$ cat config.mk
export PLATFORM = sky130hd
export DESIGN_NAME = decode_stage
export DESIGN_NICKNAME = d
export VERILOG_FILES = /design/src/rtl/rv_decode_pkg.sv /design/src/rtl/instr_decoder.sv /design/src/rtl/decode_stage.sv
export SDC_FILE = /design/constraint.sdc
export NUM_CORES = 1
export LEC_CHECK = 0
export CAP_MARGIN = 30
export CELL_PAD_IN_SITES_DETAIL_PLACEMENT = 1
export CELL_PAD_IN_SITES_GLOBAL_PLACEMENT = 1
export CORE_MARGIN = 1
export CORE_UTILIZATION = 45
export CTS_BUF_LIST = sky130_fd_sc_hd__clkbuf_8
export CTS_CLUSTER_SIZE = 12
export DETAILED_ROUTE_END_ITERATION = 10
export DONT_BUFFER_PORTS = 1
export GPL_TIMING_DRIVEN = 0
export PLACE_DENSITY_LB_ADDON = 0.1
export SETUP_SLACK_MARGIN = 0.3
export SLEW_MARGIN = 15
export SYNTH_ARGS = -nofsm -noshare
export SYNTH_HDL_FRONTEND = slang
export SYNTH_SLANG_ARGS = --single-unit
$ cat constraint.sdc
create_clock -name clk -period 12.7 [get_ports clk]
set_clock_uncertainty 0.15 [all_clocks]
set_input_delay 1.905 -clock clk [delete_from_list [all_inputs] [get_ports clk]]
set_output_delay 1.905 -clock clk [all_outputs]
set_load 0.005 [all_outputs]
$ cat src/rtl/rv_decode_pkg.sv
// Shared types and constants for the RV32I decode stage: ALU op codes,
// opcode values, the control bundle layout and immediate extraction.
package rv_decode_pkg;

    typedef enum logic [3:0] {
        ALU_ADD  = 4'd1,  ALU_SUB  = 4'd2,  ALU_AND  = 4'd3,  ALU_OR   = 4'd4,
        ALU_XOR  = 4'd5,  ALU_NOT  = 4'd6,  ALU_SLL  = 4'd7,  ALU_SRL  = 4'd8,
        ALU_SRA  = 4'd9,  ALU_ROL  = 4'd10, ALU_SLT  = 4'd11, ALU_SLTU = 4'd12
    } alu_ops_t;

    typedef enum logic [1:0] {
        MEM_BYTE = 2'b00, MEM_HALF = 2'b01, MEM_WORD = 2'b10
    } mem_size_t;

    typedef enum logic [2:0] {
        IMM_NONE, IMM_I, IMM_S, IMM_B, IMM_U, IMM_J
    } imm_fmt_t;

    localparam logic [6:0] OPC_OP     = 7'b0110011;
    localparam logic [6:0] OPC_OP_IMM = 7'b0010011;
    localparam logic [6:0] OPC_LOAD   = 7'b0000011;
    localparam logic [6:0] OPC_STORE  = 7'b0100011;
    localparam logic [6:0] OPC_BRANCH = 7'b1100011;
    localparam logic [6:0] OPC_JAL    = 7'b1101111;
    localparam logic [6:0] OPC_JALR   = 7'b1100111;
    localparam logic [6:0] OPC_LUI    = 7'b0110111;
    localparam logic [6:0] OPC_AUIPC  = 7'b0010111;

    localparam logic [6:0] F7_BASE = 7'b0000000;
    localparam logic [6:0] F7_ALT  = 7'b0100000;

    localparam logic [1:0] SRCA_RS1 = 2'b00, SRCA_PC  = 2'b01, SRCA_ZERO = 2'b10;
    localparam logic [1:0] SRCB_RS2 = 2'b00, SRCB_IMM = 2'b01, SRCB_FOUR = 2'b10;

    typedef struct packed {
        logic       MemtoReg;
        logic       RegWrite;
        logic       MemWrite;
        logic       MemRead;
        logic [1:0] MemSize;
        logic       MemUnsigned;
        logic       Branch;
        logic [2:0] BrCond;
        logic       Jump;
        logic       JumpReg;
        logic [1:0] ALUSrcA;
        logic [1:0] ALUSrcB;
        logic [3:0] ALUOp;
        logic       Illegal;
    } ctrl_t;

    // Inert bundle: also the value the stage presents out of reset.
    localparam ctrl_t CTRL_NOP = '{MemSize: MEM_WORD, ALUOp: ALU_ADD, default: '0};

    function automatic alu_ops_t alu_from_f3(input logic [2:0] f3);
        case (f3)
            3'b000:  return ALU_ADD;
            3'b001:  return ALU_SLL;
            3'b010:  return ALU_SLT;
            3'b011:  return ALU_SLTU;
            3'b100:  return ALU_XOR;
            3'b101:  return ALU_SRL;
            3'b110:  return ALU_OR;
            default: return ALU_AND;
        endcase
    endfunction

    function automatic logic [31:0] gen_imm(input imm_fmt_t fmt, input logic [31:0] ins);
        case (fmt)
            IMM_I:   return {{20{ins[31]}}, ins[31:20]};
            IMM_S:   return {{20{ins[31]}}, ins[31:25], ins[11:7]};
            IMM_B:   return {{19{ins[31]}}, ins[31], ins[7], ins[30:25], ins[11:8], 1'b0};
            IMM_U:   return {ins[31:12], 12'd0};
            IMM_J:   return {{11{ins[31]}}, ins[31], ins[19:12], ins[20], ins[30:21], 1'b0};
            default: return 32'd0;
        endcase
    endfunction

endpackage

$ cat src/rtl/instr_decoder.sv
// Combinational RV32I decoder: instruction word to control bundle, register
// indices, sign-extended immediate and register-read flags for hazard checks.
module instr_decoder
    import rv_decode_pkg::*;
#(
    parameter int XLEN = 32
) (
    input  logic [31:0]     i_instr,
    output ctrl_t           o_ctrl,
    output logic [4:0]      o_rs1,
    output logic [4:0]      o_rs2,
    output logic [4:0]      o_rd,
    output logic [XLEN-1:0] o_imm,
    output logic            o_uses_rs1,
    output logic            o_uses_rs2
);
    logic [6:0]         w_opc;
    logic [2:0]         w_f3;
    logic [6:0]         w_f7;
    logic               w_bad;
    imm_fmt_t           w_fmt;
    ctrl_t              w_ctrl;
    logic               w_u1;
    logic               w_u2;
    logic signed [31:0] w_imm_s;

    assign w_opc = i_instr[6:0];
    assign w_f3  = i_instr[14:12];
    assign w_f7  = i_instr[31:25];

    always_comb begin
        w_ctrl = CTRL_NOP;
        w_fmt  = IMM_NONE;
        w_u1   = 1'b0;
        w_u2   = 1'b0;
        w_bad  = 1'b0;
        case (w_opc)
            OPC_OP: begin
                w_ctrl.RegWrite = 1'b1;
                w_ctrl.ALUOp    = alu_from_f3(w_f3);
                w_u1 = 1'b1;
                w_u2 = 1'b1;
                if (w_f7 == F7_ALT && w_f3 == 3'b000)      w_ctrl.ALUOp = ALU_SUB;
                else if (w_f7 == F7_ALT && w_f3 == 3'b101) w_ctrl.ALUOp = ALU_SRA;
                else if (w_f7 != F7_BASE)                  w_bad = 1'b1;
            end
            OPC_OP_IMM: begin
                w_ctrl.RegWrite = 1'b1;
                w_ctrl.ALUSrcB  = SRCB_IMM;
                w_ctrl.ALUOp    = alu_from_f3(w_f3);
                w_fmt = IMM_I;
                w_u1  = 1'b1;
                // Shift-immediates carry funct7 in the upper immediate bits.
                if (w_f3 == 3'b101 && w_f7 == F7_ALT)                        w_ctrl.ALUOp = ALU_SRA;
                else if ((w_f3 == 3'b001 || w_f3 == 3'b101) && w_f7 != F7_BASE) w_bad = 1'b1;
            end
            OPC_LOAD: begin
                w_ctrl.MemRead     = 1'b1;
                w_ctrl.MemtoReg    = 1'b1;
                w_ctrl.RegWrite    = 1'b1;
                w_ctrl.MemSize     = w_f3[1:0];
                w_ctrl.MemUnsigned = w_f3[2];
                w_ctrl.ALUSrcB     = SRCB_IMM;
                w_fmt = IMM_I;
                w_u1  = 1'b1;
                w_bad = !(w_f3 inside {3'b000, 3'b001, 3'b010, 3'b100, 3'b101});
            end
            OPC_STORE: begin
                w_ctrl.MemWrite = 1'b1;
                w_ctrl.MemSize  = w_f3[1:0];
                w_ctrl.ALUSrcB  = SRCB_IMM;
                w_fmt = IMM_S;
                w_u1  = 1'b1;
                w_u2  = 1'b1;
                w_bad = !(w_f3 inside {3'b000, 3'b001, 3'b010});
            end
            OPC_BRANCH: begin
                w_ctrl.Branch = 1'b1;
                w_ctrl.BrCond = w_f3;
                w_ctrl.ALUOp  = ALU_SUB;
                w_fmt = IMM_B;
                w_u1  = 1'b1;
                w_u2  = 1'b1;
                w_bad = (w_f3 == 3'b010) || (w_f3 == 3'b011);
            end
            OPC_JAL, OPC_JALR: begin
                w_ctrl.Jump     = 1'b1;
                w_ctrl.JumpReg  = (w_opc == OPC_JALR);
                w_ctrl.RegWrite = 1'b1;
                w_ctrl.ALUSrcA  = SRCA_PC;
                w_ctrl.ALUSrcB  = SRCB_FOUR;
                w_fmt = (w_opc == OPC_JALR) ? IMM_I : IMM_J;
                w_u1  = (w_opc == OPC_JALR);
            end
            OPC_LUI, OPC_AUIPC: begin
                w_ctrl.RegWrite = 1'b1;
                w_ctrl.ALUSrcA  = (w_opc == OPC_LUI) ? SRCA_ZERO : SRCA_PC;
                w_ctrl.ALUSrcB  = SRCB_IMM;
                w_fmt = IMM_U;
            end
            default: w_bad = 1'b1;
        endcase
        // Illegal words still travel down the pipe, but with every side effect off.
        if (w_bad) begin
            w_ctrl         = CTRL_NOP;
            w_ctrl.Illegal = 1'b1;
            w_u1           = 1'b0;
            w_u2           = 1'b0;
        end
    end

    assign w_imm_s    = signed'(gen_imm(w_fmt, i_instr));
    assign o_imm      = XLEN'(w_imm_s);
    assign o_ctrl     = w_ctrl;
    assign o_rs1      = i_instr[19:15];
    assign o_rs2      = i_instr[24:20];
    assign o_rd       = i_instr[11:7];
    assign o_uses_rs1 = w_u1;
    assign o_uses_rs2 = w_u2;

endmodule

$ cat src/rtl/decode_stage.sv
// Registered decode stage between fetch and execute: valid/ready handshake,
// two-entry skid buffer, load-use stall insertion and synchronous flush.
module decode_stage
    import rv_decode_pkg::*;
#(
    parameter int              XLEN         = 32,
    parameter logic [XLEN-1:0] RESET_PC_TAG = '0
) (
    input  logic            clk,
    input  logic            reset,
    input  logic            flush,
    input  logic            in_valid,
    output logic            in_ready,
    input  logic [31:0]     in_instr,
    input  logic [XLEN-1:0] in_pc,
    input  logic            ex_memread,
    input  logic [4:0]      ex_rd,
    output logic            out_valid,
    input  logic            out_ready,
    output logic [XLEN-1:0] out_pc,
    output logic [4:0]      out_rs1,
    output logic [4:0]      out_rs2,
    output logic [4:0]      out_rd,
    output logic [XLEN-1:0] out_imm,
    output ctrl_t           out_ctrl
);
    localparam int BW = 2 * XLEN + 15 + $bits(ctrl_t);
    localparam logic [1:0] ST_EMPTY = 2'd0, ST_ONE = 2'd1, ST_TWO = 2'd2;
    localparam logic [BW-1:0] BUNDLE_RST = {RESET_PC_TAG, 15'd0, {XLEN{1'b0}}, CTRL_NOP};

    ctrl_t           w_ctrl;
    logic [4:0]      w_rs1, w_rs2, w_rd;
    logic [XLEN-1:0] w_imm;
    logic            w_uses_rs1, w_uses_rs2;
    logic            w_hazard, w_accept;
    logic [BW-1:0]   w_bundle;
    logic [1:0]      w_state_nxt;
    logic            w_load_main, w_load_skid, w_skid_to_main;

    logic [1:0]      r_state;
    logic [BW-1:0]   r_main;
    logic [BW-1:0]   r_skid;

    instr_decoder #(.XLEN(XLEN)) u_dec (
        .i_instr    (in_instr),
        .o_ctrl     (w_ctrl),
        .o_rs1      (w_rs1),
        .o_rs2      (w_rs2),
        .o_rd       (w_rd),
        .o_imm      (w_imm),
        .o_uses_rs1 (w_uses_rs1),
        .o_uses_rs2 (w_uses_rs2)
    );

    assign w_hazard = in_valid & ex_memread & (ex_rd != 5'd0) &
                      ((w_uses_rs1 & (w_rs1 == ex_rd)) | (w_uses_rs2 & (w_rs2 == ex_rd)));
    assign in_ready = (r_state != ST_TWO) & ~w_hazard & ~flush;
    assign w_accept = in_valid & in_ready;
    assign w_bundle = {in_pc, w_rs1, w_rs2, w_rd, w_imm, w_ctrl};

    always_comb begin
        w_state_nxt    = r_state;
        w_load_main    = 1'b0;
        w_load_skid    = 1'b0;
        w_skid_to_main = 1'b0;
        if (flush) begin
            w_state_nxt = ST_EMPTY;
        end else begin
            case (r_state)
                ST_EMPTY: if (w_accept) begin
                    w_state_nxt = ST_ONE;
                    w_load_main = 1'b1;
                end
                ST_ONE: begin
                    if (w_accept && out_ready) begin
                        w_load_main = 1'b1;
                    end else if (w_accept) begin
                        w_state_nxt = ST_TWO;
                        w_load_skid = 1'b1;
                    end else if (out_ready) begin
                        w_state_nxt = ST_EMPTY;
                    end
                end
                ST_TWO: if (out_ready) begin
                    w_state_nxt    = ST_ONE;
                    w_skid_to_main = 1'b1;
                end
                default: w_state_nxt = ST_EMPTY;
            endcase
        end
    end

    always_ff @(posedge clk or posedge reset) begin
        if (reset) begin
            r_state <= ST_EMPTY;
            r_main  <= BUNDLE_RST;
            r_skid  <= '0;
        end else begin
            r_state <= w_state_nxt;
            if (w_load_main)         r_main <= w_bundle;
            else if (w_skid_to_main) r_main <= r_skid;
            if (w_load_skid)         r_skid <= w_bundle;
        end
    end

    assign out_valid = (r_state != ST_EMPTY);
    assign {out_pc, out_rs1, out_rs2, out_rd, out_imm, out_ctrl} = r_main;

endmodule

After elaboration in Yosys (flattened, before gate mapping)
Index checks and enable logic that the tools add are counted.
Storage, ports and cells
  flip-flop bits (word level): 204
  output and inout port bits: 103
Cells by class
  equal/unequal tests: 30
  multiplexer cells: 47
  bitwise logic cells: 11
  reduce and logical (&&, ||, !) cells: 26
Operators by type and width (number)
  2-to-1 mux 101 bit: 2
  one-hot mux 32 bit (5 select lines): 1
  == test 7 x 6 -> 1 bit, second input constant: 4
  one-hot mux 4 bit (7 select lines): 1
  2-to-1 mux 22 bit: 1
  == test 7 bit, second input constant: 3
  2-to-1 mux 1 bit: 21
  2-to-1 mux 2 bit: 9
  == test 3 bit, second input constant: 5
  one-hot mux 3 bit (5 select lines): 1
  == test 7 x 5 -> 1 bit, second input constant: 2
  == test 3 x 2 -> 1 bit, second input constant: 4
  2-to-1 mux 4 bit: 3
  one-hot mux 4 bit (3 select lines): 1
  == test 5 bit: 2
  nonzero test 5 bit: 2
  OR reduction 5 bit: 2
  != test 3 bit, second input constant: 3
  bitwise AND 1 bit: 8
  one-hot mux 2 bit (2 select lines): 2
  OR reduction 2 bit: 4
  == test 7 x 2 -> 1 bit, second input constant: 1
  nonzero test 7 bit: 1
  OR reduction 7 bit: 1
  other kinds (21): 30

Depth between registers and ports, before layout
  word-level depth: 19
  depth in mapped cells: 10
  mapped depth without buffers: 7

By module
A second synthesis with hierarchy kept.
Second synthesis, totals
  cells, all modules: 757
  area, all modules: 9480.3 µm²
Modules (own cells, without submodules)
  decode_stage: instances 1, cells each 589, area an instance 8388.0 µm²
  instr_decoder: instances 1, cells each 168, area an instance 1092.3 µm²

Worst setup path before layout
OpenSTA, ideal clock, no wires.
  path type: input to output
  from: in in_instr[25]
  to: out in_ready
  arrival time: 3.521 ns
  data required time: 10.645 ns
  slack: 7.124 ns
  stages: 7
  cells stage by stage: nor4_2 > nand4_1 > or4_1 > a221o_1 > clkbuf_1 > nor2_1 > nor3b_1
Between the ends
  word-level cells in the longest chain between the ends: 12
  elaborated cells on any way between the ends: 20
  classes of those cells: eq/ne (1); mux (8); bitwise (7); reduce/logical (4)
RTL lines
  from (decl): RTL line decode_stage.sv:14  | input logic [31:0] in_instr,
  nonzero test 7 bit or == test 7 x 6 -> 1 bit (tied branches)
  2-to-1 mux 1 bit (tied with other cells): RTL line instr_decoder.sv:45  | else if (w_f7 != F7_BASE) w_bad = 1'b1;
  2-to-1 mux 1 bit (on tied branches): RTL line instr_decoder.sv:44, instr_decoder.sv:55
  2-to-1 mux 1 bit (on tied branches): RTL line instr_decoder.sv:43, instr_decoder.sv:54
  one-hot mux 1 bit (6 select lines) *: RTL line instr_decoder.sv:37  | case (w_opc)
  2-to-1 mux 1 bit: RTL line instr_decoder.sv:104  | if (w_bad) begin
  bitwise AND 1 bit: RTL line decode_stage.sv:56  | ((w_uses_rs1 & (w_rs1 == ex_rd)) | (w_uses_rs2 & (w_rs2 == ex_rd)));
  bitwise OR 1 bit *: RTL line decode_stage.sv:56
  bitwise AND 1 bit *: RTL line decode_stage.sv:55  | assign w_hazard = in_valid & ex_memread & (ex_rd != 5'd0) &
  NOT 1 bit *: RTL line decode_stage.sv:57  | assign in_ready = (r_state != ST_TWO) & ~w_hazard & ~flush;
  bitwise AND 1 bit * (2 in a row): RTL line decode_stage.sv:57
  to (decl): RTL line decode_stage.sv:13  | output logic in_ready,
Mark *: on every way between the ends. The rest lies on a longest branch, timed or not.

Worst setup path in the final report
  from: in in_instr[2]
  to: out in_ready
Between the ends
  word-level cells in the longest chain between the ends: 10
  elaborated cells on any way between the ends: 25
  classes of those cells: eq/ne (9); mux (5); bitwise (7); reduce/logical (4)
RTL lines (RTL line)
  == test 7 x 5 -> 1 bit (tied with other cells): instr_decoder.sv:37
  OR reduction 4 bit (no source line) (tied with other cells)
  one-hot mux 1 bit (6 select lines) (tied with other cells): instr_decoder.sv:37
  2-to-1 mux 1 bit: instr_decoder.sv:104
  bitwise AND 1 bit: decode_stage.sv:56
  bitwise OR 1 bit *: decode_stage.sv:56
  bitwise AND 1 bit *: decode_stage.sv:55
  NOT 1 bit *: decode_stage.sv:57
  bitwise AND 1 bit * (2 in a row): decode_stage.sv:57
Marked as above.

==> results.yml <==
status:
  status: "completed"
yosys:
  ys.warnings.count: 0
  ys_seq_area_frac: 0.556
  synth_compound_area_frac: 0.200
  synth_seq_cells: 200
  synth_xor_area_frac: 0.0107
  synth_edf_count: 0
  syn_area_per_cell_um2: 10.8
  synth_top_family_by_area: "compound AO/OA/AOI/OAI gates"
  synth_top_area_cell: "dfrtp_1"
  yosysTopAreaCellShare: 0.551
  synth.net_count: 911
  yosys.area_share.simple: 0.129
  synth_adder_area_share: 0
  yosysUniqueCellTypes: 57
  postSynthCellCount: 836
  synth.area.top_cells: "dfrtp_1 (55%), mux2_2 (5.4%), nand2_1 (5.3%)"
  syn_area_mm2: 0.00900
  synth_ff_type: "dfrtp_1"
  synth.area.mux_share: 0.0637
  ys_async_sr_fraction: 1.00
global_routing:
  met3_usage: 0.0806
  met2_usage: 0.508
  antenna_found_initial: 0
  grt_pass1_wl_mm: 43.6
  grt.busiest_layer: "met2"
  overflow: 0
  grt_pass1_vias: 7567
  use_met1: 0.329
  track_usage: 0.286
  grt_max_degree: 102
pwr:
  seqPwrFrac: 0.584
  p_leak_nw: 4.55
  combPwrFrac: 0.126
  pwr-share-clk: 0.289
  ir_drop_mv: 0.0684
  power_density_mw_per_mm2: 142
  p_switching_mw: 0.407
  internal_power_mw: 0.975
  switching_share: 0.294
worst_hold_path:
  hp-class: "reg2reg"
worst_setup_path:
  criticalPathCategory: "in2out"
  cp.depth: 8
  slowest_delay_ns: 0.51
  r2r_start: "r_state[0]"
  crit_slowest_cell: "clkbuf_1"
  crit_path_cell_trace: "clkbuf_1 -> nor2_1 -> nand3_1 -> a211oi_1 -> a221o_1 -> clkbuf_1 -> nor2_1 -> nor3b_1"
  crit_start: "in_instr[2]"
  crit_path_end: "in_ready"
  start_kind: "input port"
  critical_path.top_delay_family: "simple AND/OR/NAND/NOR gates"
  critPathBufInv: 2
  cp.required_ns: 10.64
  worst-r2r-cell-count: 7
  worstPathArrival_ns: 4.14
  r2r-end: "r_main[0]"
  r2r_slack_ns: 9.73
  critPathCaptureType: "output pin"
  path_max_fanout: 10
clock_tree:
  cts_inserted_buffers: 17
  cts_setup_buffers: 0
  htreeDepth: 4
  cts_tree: "built"
  cts-root-buf: "clkbuf_8"
  path_clk_slew_ns: 0.11
  cts_max_path_buffers: 2
  cts-resized-gates: 0
  clock_sinks: 200
  clk_latency_ns: 0.47
  cts_hold_buf: 0
sta:
  fin_crit_ns: 6.20
  fin_crit_sh: 0.488
  slew_headroom: 0.513
  hold_viol: 0
  drv_slew: 0
  max_freq_mhz: 161
  fin_setup_tns_ns: 0
  tightest_slew_ns: 0.730
  rsz0062_at_grt: "no"
  setup_viol: 0
layout:
  area_growth_pct: 8.33
  finish.utilization: 0.499
  antennaDiodeCount: 0
  nets: 931
  final_cells: 1134
  drive_above_1_share: 0.137
route:
  drtIter0Drc: 346
  dr.pass1.iters: 4
  wl_per_cell_um: 24.5
  vias_per_cell: 6.02
  drc: 0
  vias: 6831
  ant_nets: 0
  drt-total-wl_mm: 27.8
floorplanning:
  die_height_um: 143
  core_area_mm2: 0.0195
  die_w_um: 143
  rows: 51
  initial_core_util: 0.461
  dieArea_mm2: 0.0206
  io_pins: 178
placed_design:
  numPortBuffers: 0
  hpwl_mm: 20.5
  gp_congestion: 0.878
  place_inst: 1102
flow_run:
  drv_cap: 0
## Yosys cell counts, types with 3 or more instances
cell	n
a21boi_0	4
buf_6	7
and2_1	4
o21ai_0	50
a22o_1	51
a21oi_1	53
nand4_1	5
buf_2	19
o211ai_1	9
and3_1	32
dfrtp_1	198
nand2b_1	4
xnor2_1	10
nand3_1	16
o31ai_1	6
o22ai_1	3
inv_1	4
nand2_1	126
nor3b_1	6
nor2_1	30
buf_4	7
mux2_1	7
nor3_1	6
a221o_1	15
mux2_2	43
a211oi_1	3
a21o_1	52
clkbuf_1	30
## metrics by stage
step	setup slack (ns)	cell area [um^2]	power [mW]	hold WS (ns)
detailed placement	6.54	9370	0.997	0.317
global placement	3.37	9330	0.974	0.305
floorplan	5.19	9000	0.932	0.285
finish	6.50	9750	1.38	0.335
CTS	6.55	9750	1.39	0.342
global route	6.33	9750	1.45	0.354
## tightest hold or removal path: stages (launching register included)
cell,delay [ns]
dfrtp_1,0.35
nand2_1,0.05
o21ai_0,0.06
## layer usage
layer	vias to the layer above	wire length, um	share of wire
li1	3035	-	-
met1	3554	10600	0.38
met2	204	14400	0.52
met3	38	2300	0.083
met4	0	534	0.019
met5	-	0	0
## cells in the final DEF (no fill, tap or decap), types with 3 or more instances in the layout
cell type  instances
nor3b_1            6
a221o_1           15
dfrtp_1          198
o21ai_0           50
nand2_1          126
nand4_1            5
nor3_1             6
inv_1              4
clkbuf_8          18
mux2_1             7
nand3_1           16
a22o_1            51
a21o_1            52
buf_6              7
inv_8              6
clkinv_4           3
clkbuf_1          30
o31ai_1            6
and3_1            32
a211oi_1           3
a21boi_0           4
and2_1             4
buf_4              7
mux2_2            43
nor2_1            30
a21oi_1           53
o211ai_1           9
xnor2_1           10
buf_2             19
o22ai_1            3
nand2b_1           4
## power groups by stage
stage	sequential (mW)	clock, mW	combinational, mW
after floorplan	0.793	0	0.139
after global placement	0.812	0	0.162
after detailed placement	0.820	0	0.177
after CTS	0.807	0.410	0.178
after global routing	0.821	0.437	0.195
final	0.807	0.399	0.175
## kinds of logic (layout without fill, tap and decap cells)
family | after synthesis | after routing
AND/OR/NAND/NOR | 246 | 246
AO/OA/AOI/OAI | 259 | 259
XOR/XNOR | 11 | 11
flip-flops | 200 | 200
buffers and inverters | 69 | 102
multiplexers | 51 | 51
## state kept, by name, indices dropped and copies added, names as in the netlist
name and count:
r_main 99, r_state 2, r_skid 99
## worst min path at each step
stage / from / end / slack, ns / cells past startpoint
floorplan: r_skid[9] / r_main[9] / 0.28 / 2
global placement: r_skid[28] / r_skid[28] / 0.30 / 2
detailed placement: r_skid[31] / r_skid[31] / 0.32 / 2
CTS: r_skid[14] / r_skid[14] / 0.34 / 1
global route: r_skid[14] / r_skid[14] / 0.35 / 1
finish: r_skid[31] / r_skid[31] / 0.34 / 2
## layout make-up
class | instances | area [um^2]
flip-flops and latches | 200 | 5010
well taps | 265 | 332
plain buffers | 65 | 347
repair buffers | 1 | 27.5
clock buffers | 18 | 248
clock inverters | 14 | 135
multi-input cells | 567 | 3630
inverters | 4 | 22.5
fillers | 2204 | 9780
(Power assumes the default switching activity.)
